## config.mk

```make
export PLATFORM = sky130hd
export DESIGN_NAME = out_bcd_latch
export DESIGN_NICKNAME = d
export VERILOG_FILES = /design/src/rtl/out_bcd_latch_pkg.sv /design/src/rtl/out_bcd_latch_bcd_add3_shift.sv /design/src/rtl/out_bcd_latch.sv
export SDC_FILE = /design/constraint.sdc
export NUM_CORES = 1
export LEC_CHECK = 0
export CORE_ASPECT_RATIO = 1.75
export CORE_MARGIN = 2
export CORE_UTILIZATION = 55
export CTS_BUF_LIST = sky130_fd_sc_hd__clkbuf_4
export CTS_CLUSTER_DIAMETER = 60
export DETAILED_ROUTE_END_ITERATION = 6
export PLACE_DENSITY = 0.84
export SKIP_LAST_GASP = 1
export SLEW_MARGIN = 0
export SYNTH_ARGS = -nofsm -noshare
export SYNTH_HDL_FRONTEND = slang
export SYNTH_SLANG_ARGS = --single-unit
export TNS_END_PERCENT = 5
```

## constraint.sdc

```tcl
create_clock -name clock -period 12.06 [get_ports clock]
set_input_delay 2.412 -clock clock [delete_from_list [all_inputs] [get_ports clock]]
set_output_delay 2.412 -clock clock [all_outputs]
set_load 0.1 [all_outputs]
```

## src/rtl/out_bcd_latch_pkg.sv

```systemverilog
// Shared types and constants for the OUT-port BCD latch and its double-dabble step.
package out_bcd_latch_pkg;

    typedef enum logic [1:0] {
        ST_IDLE   = 2'd0,
        ST_CONV   = 2'd1,
        ST_COMMIT = 2'd2
    } state_t;

    localparam int BCD_DIGITS  = 3;
    localparam int BCD_W       = 4 * BCD_DIGITS;
    localparam int ADD3_THRESH = 5;

endpackage

```

## src/rtl/out_bcd_latch_bcd_add3_shift.sv

```systemverilog
// One combinational double-dabble iteration: add 3 to every BCD nibble >= 5,
// then shift {bcd, mag} left by one bit.
module bcd_add3_shift
    import out_bcd_latch_pkg::*;
#(
    parameter int MAG_W = 10
) (
    input  logic [BCD_W-1:0] bcd_in,
    input  logic [MAG_W-1:0] mag_in,
    output logic [BCD_W-1:0] bcd_out,
    output logic [MAG_W-1:0] mag_out
);

    logic [BCD_W-1:0] bcd_adj;

    always_comb begin
        bcd_adj = bcd_in;
        for (int d = 0; d < BCD_DIGITS; d++) begin
            if (bcd_in[4*d +: 4] >= 4'(ADD3_THRESH))
                bcd_adj[4*d +: 4] = bcd_in[4*d +: 4] + 4'd3;
        end
    end

    assign bcd_out = {bcd_adj[BCD_W-2:0], mag_in[MAG_W-1]};
    assign mag_out = {mag_in[MAG_W-2:0], 1'b0};

endmodule

```

## src/rtl/out_bcd_latch.sv

```systemverilog
// OUT-port latch: captures the operand, converts its low BITS2 bits (two's complement)
// to sign + 3 BCD digits, and commits all display outputs atomically.
//   state     | meaning
//   ST_IDLE   | waiting for an OUT strobe
//   ST_CONV   | one double-dabble iteration per clock (BITS2 iterations)
//   ST_COMMIT | publish result, then start pending/simultaneous strobe or go idle
module out_bcd_latch
    import out_bcd_latch_pkg::*;
#(
    parameter int BITS  = 32,
    parameter int BITS2 = 10,
    parameter int CNT_W = 4
) (
    input  logic            clock,
    input  logic            reset,
    input  logic            out_strobe,
    input  logic            clear,
    input  logic [BITS-1:0] value_in,
    output logic [BITS-1:0] value_q,
    output logic            flag_out,
    output logic            sign,
    output logic [3:0]      hundred,
    output logic [3:0]      ten,
    output logic [3:0]      one,
    output logic            busy,
    output logic            done
);

    state_t            state, state_next;
    logic [CNT_W-1:0]  cnt;
    logic [BITS-1:0]   cap_value, pend_value, load_value;
    logic              cap_sign, pend_valid;
    logic [BCD_W-1:0]  bcd_acc, bcd_next, bcd_q;
    logic [BITS2-1:0]  mag_acc, mag_next, load_field, load_mag;
    logic              load_en, commit_en, pend_set, pend_clr, last_iter;

    assign last_iter  = (cnt == CNT_W'(BITS2 - 1));
    assign load_field = load_value[BITS2-1:0];
    // -512 negates to itself, which read unsigned is the correct magnitude 512.
    assign load_mag   = load_field[BITS2-1] ? ((~load_field) + BITS2'(1)) : load_field;

    bcd_add3_shift #(.MAG_W(BITS2)) u_step (
        .bcd_in  (bcd_acc),
        .mag_in  (mag_acc),
        .bcd_out (bcd_next),
        .mag_out (mag_next)
    );

    always_comb begin
        state_next = state;
        load_en    = 1'b0;
        load_value = value_in;
        commit_en  = 1'b0;
        pend_set   = 1'b0;
        pend_clr   = 1'b0;
        case (state)
            ST_IDLE: begin
                if (out_strobe) begin
                    load_en    = 1'b1;
                    state_next = ST_CONV;
                end
            end
            ST_CONV: begin
                pend_set = out_strobe;
                if (last_iter)
                    state_next = ST_COMMIT;
            end
            ST_COMMIT: begin
                commit_en = 1'b1;
                pend_clr  = 1'b1;
                if (out_strobe || pend_valid) begin
                    load_en    = 1'b1;
                    load_value = out_strobe ? value_in : pend_value;
                    state_next = ST_CONV;
                end else begin
                    state_next = ST_IDLE;
                end
            end
            default: state_next = ST_IDLE;
        endcase
    end

    always_ff @(posedge clock or posedge reset) begin
        if (reset)
            state <= ST_IDLE;
        else
            state <= state_next;
    end

    always_ff @(posedge clock or posedge reset) begin
        if (reset) begin
            cnt        <= '0;
            cap_value  <= '0;
            cap_sign   <= 1'b0;
            mag_acc    <= '0;
            bcd_acc    <= '0;
            pend_valid <= 1'b0;
            pend_value <= '0;
            value_q    <= '0;
            sign       <= 1'b0;
            bcd_q      <= '0;
            flag_out   <= 1'b0;
            done       <= 1'b0;
        end else begin
            done <= commit_en;
            if (load_en) begin
                cap_value <= load_value;
                cap_sign  <= load_field[BITS2-1];
                mag_acc   <= load_mag;
                bcd_acc   <= '0;
                cnt       <= '0;
            end else if (state == ST_CONV) begin
                mag_acc <= mag_next;
                bcd_acc <= bcd_next;
                cnt     <= cnt + CNT_W'(1);
            end
            if (pend_set) begin
                pend_valid <= 1'b1;
                pend_value <= value_in;
            end else if (pend_clr) begin
                pend_valid <= 1'b0;
            end
            // A commit on the same edge as clear keeps the display enabled.
            if (commit_en) begin
                value_q  <= cap_value;
                sign     <= cap_sign;
                bcd_q    <= bcd_acc;
                flag_out <= 1'b1;
            end else if (clear) begin
                flag_out <= 1'b0;
            end
        end
    end

    assign busy    = (state != ST_IDLE);
    assign hundred = bcd_q[11:8];
    assign ten     = bcd_q[7:4];
    assign one     = bcd_q[3:0];

endmodule

```

==> results.tsv <==
metric	value	unit
vias in the first global route	4310	
sequential power share	37.4	%
TritonCTS clock tree	done	
Warnings, synthesis	0	
area of the mapped netlist	6050	sq um
initial drt markers	206	
max_cap viols	0	
share of the synthesized area in the top cell type	57.5	%
Port Buffers	83	
fraction of layout instances using a drive strength above 1	19.8	%
Clock Power Share	15.9	%
Switching Fraction	46.3	%
Net Sw Power	0.985	mW
largest family of logic cells by synthesized area	multiplexers	
Finish-stage setup viols	0	
crit path time final	4.76	ns
Synth Net Count	557	
DR DRC count	0	
Reg-to-Reg End	mag_acc[9]$_DFFE_PP0P_	
initial antenna violation count	1	
FF+latch area	3480	sq um
Post-Synth Adder-Cell Area	1.86	%
die area	11900	sq um
area delta synth->final	20.5	%
CP Capture Type	primary output	
fmax	0.210	GHz
Int Power	1.14	mW
leading post-synthesis cells by cell area	dfrtp_1, mux2_2, nor2_1	
R2R Path Start	state[0]$_DFFE_PP0P_	
Routed WL per cell	16.9	um
CTS Hold Bufs	0	
Core Area	10700	sq um
Reg clk slew, reported paths	0.11	ns
Post-CTS Resized	0	
initial core utilization	56.5	%
Comb power frac	46.7	%
Slew @ Worst Pin	1.12	ns
status	completed	
Filler cells	773	
Routed Antenna Nets	0	
worst-case reg-to-reg path depth	6	
Max Slew Vio Count	0	
vias per cell	5.75	
Longest Clk Path Bufs	2	
compound-cell area share of the yosys netlist	10.2	%
mux cell area share after synthesis	15.6	%
VDD IR-drop max	192	uV
hold-critical path depth	2	
asr flop ratio synth	100	%
CTS root buffer	clkbuf_4	
GRT Overall Usage	21.8	%
#FFs+latches synth	139	
Yosys cell types	46	
Fin Clk Skew	0.0149	ns
Slew HR	25.5	%
Synth area leader	dfrtp_1	
clock sink total	139	
Initial DRT Pass Iterations	4	
Pleak	3.20	nW
CP max FO	7	
I/O pins	84	
power per cell area	292	nW/um^2
Row Count	50	
CP Class	reg2out	
Min-Delay Endpoint	bcd_q[5]$_DFFE_PP0N_	
Syn Inst Count	512	
Post-synth EDFFs	0	
Chip Width	83.3	um
total power	2.13	mW
Routed Wire Length	12.4	mm
Post-Synth XOR/XNOR Area	2.03	%
via count	4207	
Worst setup SP type	flip-flop	
worst hold path class	reg2reg	
Num CTS Buffers	17	
H-tree depth	4	
crit share post-route	39.5	%
ys flop type	dfrtp_1	
total grt overflow	0	
hold wc startpoint	bcd_q[5]$_DFFE_PP0N_	
Worst EP arrival	2.35	ns
Final TNS setup	0	ns
post-synthesis simple-gate area fraction	9.72	%
RSZ-0062 raised after global routing	no	
post-synthesis sequential area ratio	57.5	%
R2R Setup Slk	9.48	ns
area of the multi-input gates	2390	sq um
HPWL after DPL	8.26	mm
Nets	633	
first-pass GRT wire length	20.6	mm
Final Hold Fails	0	
clk_lat worst skew	0.53	ns
largest net degree at the start of global routing	77	
Placer Congestion	0.867	
syn avg cell area	11.8	sq um
die height	143	um
Required @ worst endpoint	9.65	ns
# Post-CTS Setup Buffers	0	
## sequential cells by signal (all words and copies together) (netlist names)
| name | cells |
|---|---|
| cnt | 4 |
| bcd_acc | 12 |
| cap_value | 32 |
| bcd_q | 12 |
| done | 1 |
| value_q | 32 |
| pend_valid | 1 |
| mag_acc | 10 |
| state | 2 |
| flag_out | 1 |
| pend_value | 32 |
## routing by layer
| metal | vias to the layer above | GRT usage, % | wire [um] |
|---|---|---|---|
| met2 | 112 | 38.8 | 6790 |
| met4 | 0 | 8.89 | 221 |
| met3 | 20 | 5.14 | 518 |
| met5 | - | 0 | 0 |
| met1 | 2107 | 25.4 | 4840 |
| li1 | 1968 | - | - |
## per-stage QoR
step	hold WS, ns	instance area (sq um)	utilization [%]	cells	setup WS [ns]
after floorplan	0.446	6050	-	512	5.92
after global placement	0.466	6960	65.0	699	7.06
after detailed placement	0.472	6960	65.0	699	6.96
after CTS	0.498	7290	68.1	731	7.27
after global routing	0.529	7290	68.1	732	7.24
final	0.493	7290	68.1	732	7.30
## worst max-delay path, stage by stage (launching register included)
cell and delay [ns]:
dfrtp_1 0.52, or2_2 0.18, clkdlybuf4s50_1 1.12
## synthesized netlist by cell type, types with 2 or more instances
cell      instances
xnor2_1           7
buf_4             2
nand2b_1          4
a21oi_1          11
buf_1             3
clkbuf_1         25
a21boi_0          3
nand2_1          37
buf_6             2
inv_1            10
o31ai_1           5
nand3_1          11
dfrtp_1         139
ha_1              9
mux2_2           71
nor3_1            4
a32o_1            3
nor4_1            2
nor2_1           58
mux2i_1          13
xor2_1            7
a311oi_1          2
o21ai_0          36
a221oi_1         24
or2_2             3
## final cells by class
class	instances	share of cell area [%]
repair buffers	90	12.1
clock inverters	14	2.68
well taps	130	2.23
multi-input cells	330	32.8
inverters	10	0.584
clock buffers	18	1.85
flip-flops and latches	139	47.7
diodes	1	0.0343
## layout by cell type (no fill, tap or decap), types with 2 or more instances in the layout
cell,instances
ha_1,9
mux2_2,71
xnor2_1,7
buf_4,7
nor2_1,57
a32o_1,3
nor4_1,2
inv_1,9
a221oi_1,24
inv_6,3
clkinv_2,3
nand2_1,37
o21ai_0,36
dfrtp_1,139
clkbuf_4,18
nor3_1,4
bufinv_16,4
or2_2,3
clkinv_4,4
nand3_1,11
a311oi_1,2
xor2_1,7
o31ai_1,5
mux2i_1,13
a21boi_0,3
clkdlybuf4s50_1,83
a21oi_1,11
nand2b_1,4
## power groups by stage
stage	registers, mW	clock network [mW]	logic [mW]
floorplan	1.17	0	0.383
global placement	0.789	0	0.968
detailed placement	0.806	0	0.997
CTS	0.796	0.344	1.00
global route	0.822	0.363	1.06
finish	0.796	0.338	0.996
## worst max path at each step
stage / startpoint / endpoint / slack, ns / cells past startpoint
finish: state[0]$_DFFE_PP0P_ / busy / 7.30 / 2
detailed placement: out_strobe / mag_acc[9]$_DFFE_PP0P_ / 6.96 / 8
global placement: out_strobe / mag_acc[9]$_DFFE_PP0P_ / 7.06 / 8
global route: state[0]$_DFFE_PP0P_ / busy / 7.24 / 2
CTS: state[0]$_DFFE_PP0P_ / busy / 7.27 / 2
floorplan: reset / bcd_acc[0]$_DFFE_PP0P_ / 5.92 / 1
## cells by family after synthesis
kind of cell / after synthesis
flops: 139
xor+xnor: 14
simple gates: 130
mux: 85
fa+ha+maj: 9
compound gates: 92
buf+inv: 43
Note: power is estimated with default switching activity, not from simulation.
